<file path="src/rtl/mp_alu_seq.sv">
// Multi-word sequencer that drives an external 16-bit ALU one word per cycle
// and assembles ADD/SUB/AND/XOR/OR/NOT results up to NW words wide.
module mp_alu_seq #(
  parameter int NW = 4
) (
  input  logic             clk,
  input  logic             rst,
  input  logic             start,
  input  logic [2:0]       cmd,
  input  logic [1:0]       wcnt,
  input  logic [16*NW-1:0] opa,
  input  logic [16*NW-1:0] opb,
  output logic [15:0]      alu_a,
  output logic [15:0]      alu_b,
  output logic [3:0]       alu_op,
  output logic             alu_cin,
  input  logic [15:0]      alu_z,
  input  logic             alu_cout,
  output logic [16*NW-1:0] result,
  output logic             carry,
  output logic             busy,
  output logic             done,
  output logic             err
);

  typedef enum logic [1:0] {
    IDLE,
    RUN,
    DONE
  } state_t;

  localparam logic [2:0] CMD_ADD = 3'd0;
  localparam logic [2:0] CMD_SUB = 3'd1;
  localparam logic [2:0] CMD_AND = 3'd2;
  localparam logic [2:0] CMD_XOR = 3'd3;
  localparam logic [2:0] CMD_OR  = 3'd4;
  localparam logic [2:0] CMD_NOT = 3'd5;
  localparam logic [1:0] MAX_K   = 2'(NW - 1);

  state_t           state;
  logic [1:0]       k;
  logic [1:0]       last_k;
  logic [2:0]       cmd_r;
  logic [16*NW-1:0] a_r;
  logic [16*NW-1:0] b_r;
  logic [15:0]      a_word;
  logic [15:0]      b_word;
  logic [1:0]       wcnt_clamped;
  logic             arith;

  assign wcnt_clamped = (wcnt > MAX_K) ? MAX_K : wcnt;
  assign arith        = (cmd_r == CMD_ADD) || (cmd_r == CMD_SUB);

  always_comb begin
    a_word = '0;
    b_word = '0;
    for (int i = 0; i < NW; i++) begin
      if (k == 2'(i)) begin
        a_word = a_r[16*i +: 16];
        b_word = b_r[16*i +: 16];
      end
    end
  end

  // The ALU bus is quiet outside RUN; only the first word of ADD/SUB starts without carry-in.
  always_comb begin
    alu_a   = '0;
    alu_b   = '0;
    alu_op  = 4'h0;
    alu_cin = 1'b0;
    if (state == RUN) begin
      alu_a   = a_word;
      alu_b   = (cmd_r == CMD_NOT) ? 16'h0000 : b_word;
      alu_cin = arith && (k != 2'd0) && carry;
      case (cmd_r)
        CMD_ADD: alu_op = (k == 2'd0) ? 4'h2 : 4'h6;
        CMD_SUB: alu_op = (k == 2'd0) ? 4'h3 : 4'h7;
        CMD_AND: alu_op = 4'h8;
        CMD_XOR: alu_op = 4'h9;
        CMD_OR:  alu_op = 4'ha;
        CMD_NOT: alu_op = 4'hb;
        default: alu_op = 4'h0;
      endcase
    end
  end

  always_ff @(posedge clk) begin
    if (rst) begin
      state  <= IDLE;
      k      <= 2'd0;
      last_k <= 2'd0;
      cmd_r  <= 3'd0;
      a_r    <= '0;
      b_r    <= '0;
      result <= '0;
      carry  <= 1'b0;
      busy   <= 1'b0;
      done   <= 1'b0;
      err    <= 1'b0;
    end else begin
      done <= 1'b0;
      err  <= 1'b0;
      case (state)
        IDLE: begin
          if (start) begin
            if (cmd <= CMD_NOT) begin
              cmd_r  <= cmd;
              last_k <= wcnt_clamped;
              a_r    <= opa;
              b_r    <= opb;
              result <= '0;
              carry  <= 1'b0;
              k      <= 2'd0;
              busy   <= 1'b1;
              state  <= RUN;
            end else begin
              err <= 1'b1;
            end
          end
        end
        RUN: begin
          for (int i = 0; i < NW; i++) begin
            if (k == 2'(i)) begin
              result[16*i +: 16] <= alu_z;
            end
          end
          carry <= arith ? alu_cout : 1'b0;
          k     <= k + 2'd1;
          if (k == last_k) begin
            done  <= 1'b1;
            state <= DONE;
          end
        end
        DONE: begin
          busy  <= 1'b0;
          state <= IDLE;
        end
        default: begin
          busy  <= 1'b0;
          state <= IDLE;
        end
      endcase
    end
  end

endmodule

</file>
<file path="config.mk">
export PLATFORM = sky130hd
export DESIGN_NAME = mp_alu_seq
export DESIGN_NICKNAME = d
export VERILOG_FILES = /design/src/rtl/mp_alu_seq.sv
export SDC_FILE = /design/constraint.sdc
export NUM_CORES = 1
export LEC_CHECK = 0
export ABC_AREA = 1
export BUFFER_PORTS_ARGS = -buffer_cell sky130_fd_sc_hd__buf_2
export CORE_ASPECT_RATIO = 1.25
export CORE_MARGIN = 1.5
export CORE_UTILIZATION = 35
export CTS_BUF_LIST = sky130_fd_sc_hd__clkbuf_16
export DETAILED_ROUTE_END_ITERATION = 8
export HOLD_SLACK_MARGIN = 0.06
export SYNTH_ARGS = -nofsm -noshare
export SYNTH_HDL_FRONTEND = slang
export SYNTH_SLANG_ARGS = --single-unit
export TNS_END_PERCENT = 20
</file>
<file path="constraint.sdc">
create_clock -name clk -period 2 [get_ports clk]
set_input_delay 0.4 -clock clk [delete_from_list [all_inputs] [get_ports clk]]
set_output_delay 0.4 -clock clk [all_outputs]
set_load 0.01 [all_outputs]
</file>
== Yosys cells after proc, flatten, opt, wreduce, memory -nomap -nowiden ==
Index checks and enable logic that the tools add are counted.
W data, S select, Z words.

* Flip-flop bits (word level): 205
* Input bits: 153
* Output and inout port bits: 105
* Word-level logic and storage cells: 95

* Add/subtract/negate cells: 1
* Magnitude comparators: 2
* Equal/unequal tests: 17
* Multiplexer cells: 40
* Bitwise operators: 3
* Reduce and logical (&&, ||, !) cells: 18

{| class="wikitable"
|+ Operators by type and width
! operator !! number
|-
| $mux W16 || 15
|-
| $mux W64 || 2
|-
| $pmux W64 S2 || 1
|-
| $pmux W4 S6 || 1
|-
| $reduce_and A4 Y1 || 4
|-
| $mux W2 || 6
|-
| $reduce_and A3 Y1 || 4
|-
| $mux W1 || 8
|-
| $ne A2 B2 Y1 const B || 4
|-
| $pmux W2 S2 || 2
|-
| $eq A3 B2 Y1 const B || 2
|-
| $eq A3 B3 Y1 const B || 2
|-
| $mux W3 || 2
|-
| $ne A2 B1 Y1 const B || 3
|-
| $eq A2 B1 Y1 const B || 2
|-
| $eq A2 B2 Y1 const B || 2
|-
| $logic_not A2 Y1 || 2
|-
| $mux W4 || 1
|-
| $pmux W1 S2 || 2
|-
| $reduce_bool A2 Y1 || 2
|-
| $eq A3 B1 Y1 const B || 1
|-
| $le A3 B3 Y1 const B || 1
|-
| $logic_not A3 Y1 || 1
|-
| $not A1 Y1 || 3
|-
| 7 further kinds || 8
|}

== Logic depth before layout (Yosys ltp) ==
Gate-level depths: netlist of the first run.

* Depth in word-level cells: 7
* Depth in mapped cells: 9
* Mapped depth without buffers: 8

== Worst setup path before layout of the first run ==
No wires, ideal clock.

* Path type: reg2out
* Start: register k[0]
* End: output alu_a[10]
* Arrival: 1.509 ns
* Required time: 1.600 ns
* Slack: 0.091 ns
* Stages on the path, launching flop included: 9
* Buffers on the path: 2
* Cells stage by stage: dfxtp_1 > inv_1 > ha_1 > buf_2 > buf_1 > a21oi_1 > nand2_1 > o21ai_0 > a21oi_1

* Word-level cells in the longest chain between the ends: 6
* Elaborated cells between the ends (all ways): 9
* Classes of those cells: 3 x eq/ne; 5 x mux; 1 x reduce/logical

{| class="wikitable"
|+ Ends and longest elaborated chain
! what !! RTL line !! source
|-
| start: declaration || 41 || <nowiki>logic [1:0] k;</nowiki>
|-
| start signal: assignment || 128 || <nowiki>k <= k + 2'd1;</nowiki>
|-
| $logic_not A2 Y1 || 58 || <nowiki>if (k == 2'(i)) begin</nowiki>
|-
| $mux W16 (3 in a row) || 58 ||
|-
| $mux W16 * || 58 ||
|-
| $mux W16 * || 71 || <nowiki>if (state == RUN) begin</nowiki>
|-
| end: declaration || 13 || <nowiki>output logic [15:0] alu_a,</nowiki>
|}

Every way passes the cells marked *; elsewhere a longest branch is shown, timed or not.

== Worst setup path after layout of the first run ==
* Start: register k[1]
* End: output alu_a[6]

The elaborated chain is that of the path after synthesis.

==> qor.yml, run 1 <==
synthesis:
  ys_seq_area_frac: 0.4732
  synth_warnings: 0
  syn_inst: 1250
  synth_area_leader_cell: "dfxtp_1"
  synth_fp_nets: 1408
  syn_avg_cell_area_um2: 6.938
  syn_area_um2: 8672
  synth_area_leaders: "dfxtp_1 (47%), nor2_1 (16%), o21ai_0 (8.6%), nand2_1 (7.4%), a21oi_1 (5.0%)"
  synth_top_area_share: 0.4732
  ys_types: 28
  synth-seq-cells: 205
place:
  place_congestion: 0.8280
  dp.cells: 1786
  dp_hpwl_um: 19330
  portBuffers: 257
worst_setup_path:
  cp_max_fo: 18
  cp_cell_sequence: "inv_4 > ha_4 > buf_8 > a21oi_1 > nand2_1 > o21ai_0 > a21oi_1 > buf_2"
  worst-path-buf-inv: 3
  path_delay_family: "buffers and inverters"
  crit_path_end_kind: "output port"
  worstPathRequired_ps: 1600
  path_class: "reg2out"
  worst_setup_path_start_kind: "flip-flop"
  crit_slowest_cell: "dfxtp_2"
  max_stage_delay_ps: 340
  arrival_ps: 1950
  cpMostUsedCell: "a21oi_1"
pwr:
  p_leak_nw: 5.525
  p_int_mw: 7.592
  switching_share: 0.2963
  power_frac_comb: 0.200
  p_sw_mw: 3.198
  clockPowerShare: 0.363
  power.density_nw_per_um2: 921.5
  irDropWorstVdd_mv: 0.6859
  pwr-share-seq: 0.437
run_status:
  outcome: "finished, violations left"
  violations: "setup timing"
sta:
  fin_ws_ps: -348.6
  setup_violations: 34
  rsz0062_at_grt: "yes"
  skew_ps: 4.439
  post-route-min-period_ps: 2349
  max_freq_mhz: 425.8
  hold_violations: 0
  maxSlewHeadroom: 0.6208
  tightest_slew_ps: 568.7
  slew_violations: 0
  fin_crit_sh: 1.174
  holdWs_ps: 128.3
global_route:
  grt_util_met1: 0.2596
  grt.busiest_layer: "met2"
  grt_max_degree: 118
  grt_pass1_vias: 8362
  antenna_found_initial: 4
  grt_pass1_wl_um: 42890
  grt_util_met3: 0.04113
  grt_use_total: 0.2119
  use_met2: 0.3632
  grt-ovfl-total: 0
die:
  ios: 258
  die_w_um: 143.8
  rows: 64
  die_h_um: 179.0
  coreArea_um2: 24420
  initial_core_util: 0.3551
  die_area_um2: 25740
detailed_routing:
  first_iter_violations: 414
  routed_wl_um: 28040
  viasPerCell: 4.786
  via_count: 8855
  dr.pass1.iters: 5
  wire_per_inst_um: 15.15
  drtAntennaViolNets: 0
  drc: 0
clock_network:
  root_buffer: "clkbuf_16"
  htreeDepth: 1
  path_clk_slew_ps: 60
  clock_sinks: 205
  clockBufferDepth: 3
  cts_buffers: 23
  cts_tree: "built"
  clk_latency_ps: 510
cells_and_area:
  fin_cells: 1850
  finalNetCount: 1659
  multi_input_area_um2: 4140
  drive_gt1_frac: 0.2716
  mostFrequentLayoutCells: "nor2_1 (362), buf_2 (255), dfxtp_1 (201), nand2_1 (168), o21ai_0 (130)"
  final_common_cell: "nor2_1"
  syn_to_final_growth_pct: 35.02
  ff_latch_area_um2: 4111
  num-fill-cells: 2467
  utilization: 0.4794
worst_hold_path:
  hold_path.class: "in2reg"
job:
  maxCapViolations: 0
[tightest hold or removal path: stages]
cell and delay (ps):
buf_2 80, o21ai_1 60, nor2_1 70
[final cells by class]
type / count / area share
clock inverters: 18 / 0.009724
diodes: 3 / 0.0006412
flip-flops and latches: 205 / 0.3511
inverters: 59 / 0.02169
multi-input cells: 895 / 0.3536
well taps: 330 / 0.03526
repair buffers: 317 / 0.1788
clock buffers: 23 / 0.04916
[path summary, 6_finish.rpt]
check | slack, ps | startpoint | cells past startpoint | end
min | 130 | opb[60] | 3 | b_r[60]
min reg2reg | 460 | result[33] | 2 | result[33]
max reg2reg | 210 | k[0] | 10 | result[63]
max | -350 | k[1] | 8 | alu_a[6]
[cell usage after synthesis]
cell type and count:
clkbuf_1 51, nor2_2 1, o21a_1 1, dfxtp_1 205, nor3_1 4, a211oi_1 1, o211ai_1 1, nor4_2 1
o21ai_0 149, a21oi_1 86, nand4_1 23, nor2_1 362, buf_1 5, clkinv_1 1, o21ai_1 46, buf_4 11
buf_2 23, nor2_4 2, buf_6 1, xnor2_1 2, nand2_2 1, and2_1 1, ha_1 5, inv_2 11
inv_1 47, nand3_1 36, nand2_1 171, nand3_2 2
[cell families (layout without fill, tap and decap cells)]
kind of cell,Yosys count,after routing,synth area share
buf+inv,150,417,0.07387
other cells,0,3,0
simple gates,604,604,0.2789
xor+xnor,2,2,0.002020
flops,205,205,0.4732
fa+ha+maj,5,5,0.007214
compound gates,284,284,0.1648
[power groups by stage]
stage | clock network (mW) | logic, mW | registers, mW
floorplan | 0 | 1.23 | 4.79
global placement | 0 | 1.96 | 4.78
detailed placement | 0 | 1.99 | 4.79
CTS | 4.01 | 2.09 | 4.71
global route | 4.19 | 2.45 | 4.76
finish | 3.91 | 2.16 | 4.72
[flip-flops by register name (all words and copies together), names as in the netlist]
| name | cells |
|---|---|
| err | 1 |
| busy | 1 |
| cmd_r | 3 |
| a_r | 64 |
| k | 2 |
| result | 64 |
| done | 1 |
| last_k | 2 |
| state | 2 |
| carry | 1 |
| b_r | 64 |
[repair_timing]
action	4_1_cts	5_1_grt
gates cloned	3	2
setup buffers	9	6
pin swaps	9	29
endpoints found under the setup margin	34	34
hold buffers	0	0
gates resized for setup	52	59
[metal layers]
layer,up-vias,wire length (µm),part of all wire
met2,266,13450,0.48
met3,62,1700,0.061
li1,4538,-,-
met4,2,965,0.034
met5,-,13,0.00046
met1,3987,11910,0.42
[stage by stage]
stage                     power [mW]  instance area [µm²]  setup WS (ps)  setup TNS [ps]
after floorplan                6.017                 8672          91.10               0
after global placement         6.749                10430          87.89               0
after detailed placement       6.776                10430          70.13               0
after CTS                      10.81                11450         -327.8           -9896
after global routing           11.39                11700         -422.0          -12010
final                          10.79                11710         -348.6           -9020
Power figures use the tool's default switching activity.
==> run 2: changes to the inputs <==
- CORE_ASPECT_RATIO: 1.25 -> unset
==> run 2 against run 1 <==
  * The flow still finishes with violations (setup timing)
  * Combinational power up 3%
  * Critical path depth up 1
  * First-iteration DRC count up 56%
  * Hold slack worse by 13 ps
  * Sequential share of layout area down 0.29 points
  * Via count up 0.55%
  * Routed wire length up 1.6%
  * Final cell count down 0.86%
  * Fmax up 0.37%
  * Largest power group unchanged
  * Highest routed layer unchanged
==> qor.yml, run 2 (synthesis gave the netlist of run 1 again) <==
cells_and_area:
  syn_to_final_growth_pct: 36.10
  drive_gt1_frac: 0.2878
  largestRegisters: "a_r (64), b_r (64), result (64)"
  mostFrequentLayoutCells: "nor2_1 (359), buf_2 (254), dfxtp_1 (202), nand2_1 (159), o21ai_0 (120)"
  finalNetCount: 1651
  final_common_cell: "nor2_1"
sta:
  tightest_slew_ps: 478.1
  maxSlewHeadroom: 0.6812
  skew_ps: 18.35
  max_freq_mhz: 427.4
  post-route-min-period_ps: 2340
  fin_ws_ps: -339.9
  setup_violations: 36
  rsz0062_at_grt: "yes"
  holdWs_ps: 115.6
  fin_crit_sh: 1.170
  hold_violations: 0
  slew_violations: 0
global_route:
  grt_pass1_wl_um: 44270
  grt_max_degree: 96
  grt-ovfl-total: 0
  antenna_found_initial: 3
  grt_pass1_vias: 8274
  grt_use_total: 0.2139
clock_network:
  cts_buffers: 24
  cts_tree: "built"
  clock_sinks: 205
  root_buffer: "clkbuf_16"
  path_clk_slew_ps: 60
  clockBufferDepth: 3
  clk_latency_ps: 520
  htreeDepth: 1
detailed_routing:
  dr.pass1.iters: 5
  viasPerCell: 4.855
  routed_wl_um: 28500
  via_count: 8904
  wire_per_inst_um: 15.54
  drc: 0
  first_iter_violations: 644
  drtAntennaViolNets: 0
worst_setup_path:
  reg2reg_depth: 12
  arrival_ps: 1940
  path_class: "reg2out"
  cp_cell_sequence: "inv_4 > buf_6 > ha_4 > clkbuf_16 > nand3_2 > nand2_1 > o21ai_1 > a21oi_1 > buf_2"
  max_stage_delay_ps: 330
  worst_setup_path_start_kind: "flip-flop"
  crit_slowest_cell: "dfxtp_2"
  cp_max_fo: 8
  crit_path_end_kind: "output port"
  worstPathRequired_ps: 1600
pwr:
  p_leak_nw: 5.534
  power.density_nw_per_um2: 928.4
  p_total_mw: 10.96
  irDropWorstVdd_mv: 0.5143
job:
  maxCapViolations: 0
die:
  die_w_um: 160.4
  ios: 258
  die_area_um2: 25730
  coreArea_um2: 24320
  die_h_um: 160.4
  rows: 57
  initial_core_util: 0.3566
place:
  place_congestion: 0.8338
  portBuffers: 257
  dp_hpwl_um: 18590
worst_hold_path:
  hold_path.class: "in2reg"
  holdPathStages: 3
run_status:
  outcome: "finished, violations left"
  violations: "setup timing"
run 2: changes by cell type in the layout (fill, tap and decap cells not counted), moves of 9 or more:
cell / delta
o21ai_0: -10
nand3_2: +12
nand3_1: -10
nand2_1: -9
run 2: worst paths after layout:
check        slack, ps          to  startpoint
max               -340    alu_b[9]        k[1]
min reg2reg        460  result[45]  result[45]
max reg2reg         90   result[6]        k[1]
min                120     a_r[31]     opa[31]
run 2: through the flow:
step	TNS, ps	cells	area [µm²]	util	setup slack (ps)
4_1_cts	-11860	1829	11490	0.4725	-378.9
5_1_grt	-13290	1833	11800	0.4852	-415.3
3_3_place_gp	0	1771	10370	0.4263	73.56
6_report	-10230	1834	11800	0.4853	-339.9
3_5_place_dp	0	1771	10370	0.4263	20.11
2_1_floorplan	0	1250	8672	-	91.10
run 2: metal layers:
layer  GRT usage  part of all wire  wire [µm]
met1      0.2988              0.46      13230
met3     0.03280             0.053       1516
met5           0           0.00042         12
met2      0.3392              0.45      12960
met4     0.06585             0.027        781
run 2: layout make-up:
class | count | area (µm²)
repair buffers | 307 | 2069
repair inverters | 1 | 7.507
clock inverters | 17 | 112.6
fillers | 2523 | 12520
diodes | 2 | 5.005
inverters | 59 | 246.5
well taps | 324 | 405.4
multi-input cells | 895 | 4245
clock buffers | 24 | 600.6
flip-flops and latches | 205 | 4110
run 2: repair_timing:
action                     CTS  global route
hold buffers                 0             0
pin swaps                   13            65
setup endpoints to repair   36            37
buffers inserted            12             3
cloned                       5             2
gates resized for setup     54            99
run 2: where the power goes:
| part | switching, mW | total (mW) | internal [mW] |
|---|---|---|---|
| clock network | 1.72 | 4.02 | 2.30 |
| registers | 0.221 | 4.71 | 4.48 |
| logic | 1.32 | 2.23 | 0.914 |
run 2: worst max-delay path: cells and delay by family (launching register included):
kind,cells,cell delay [ps]
buffers and inverters,4,520
adders and majority gates,1,220
AOI/OAI and AO/OA,2,230
DFF,1,330
and+or+nand+nor,2,110
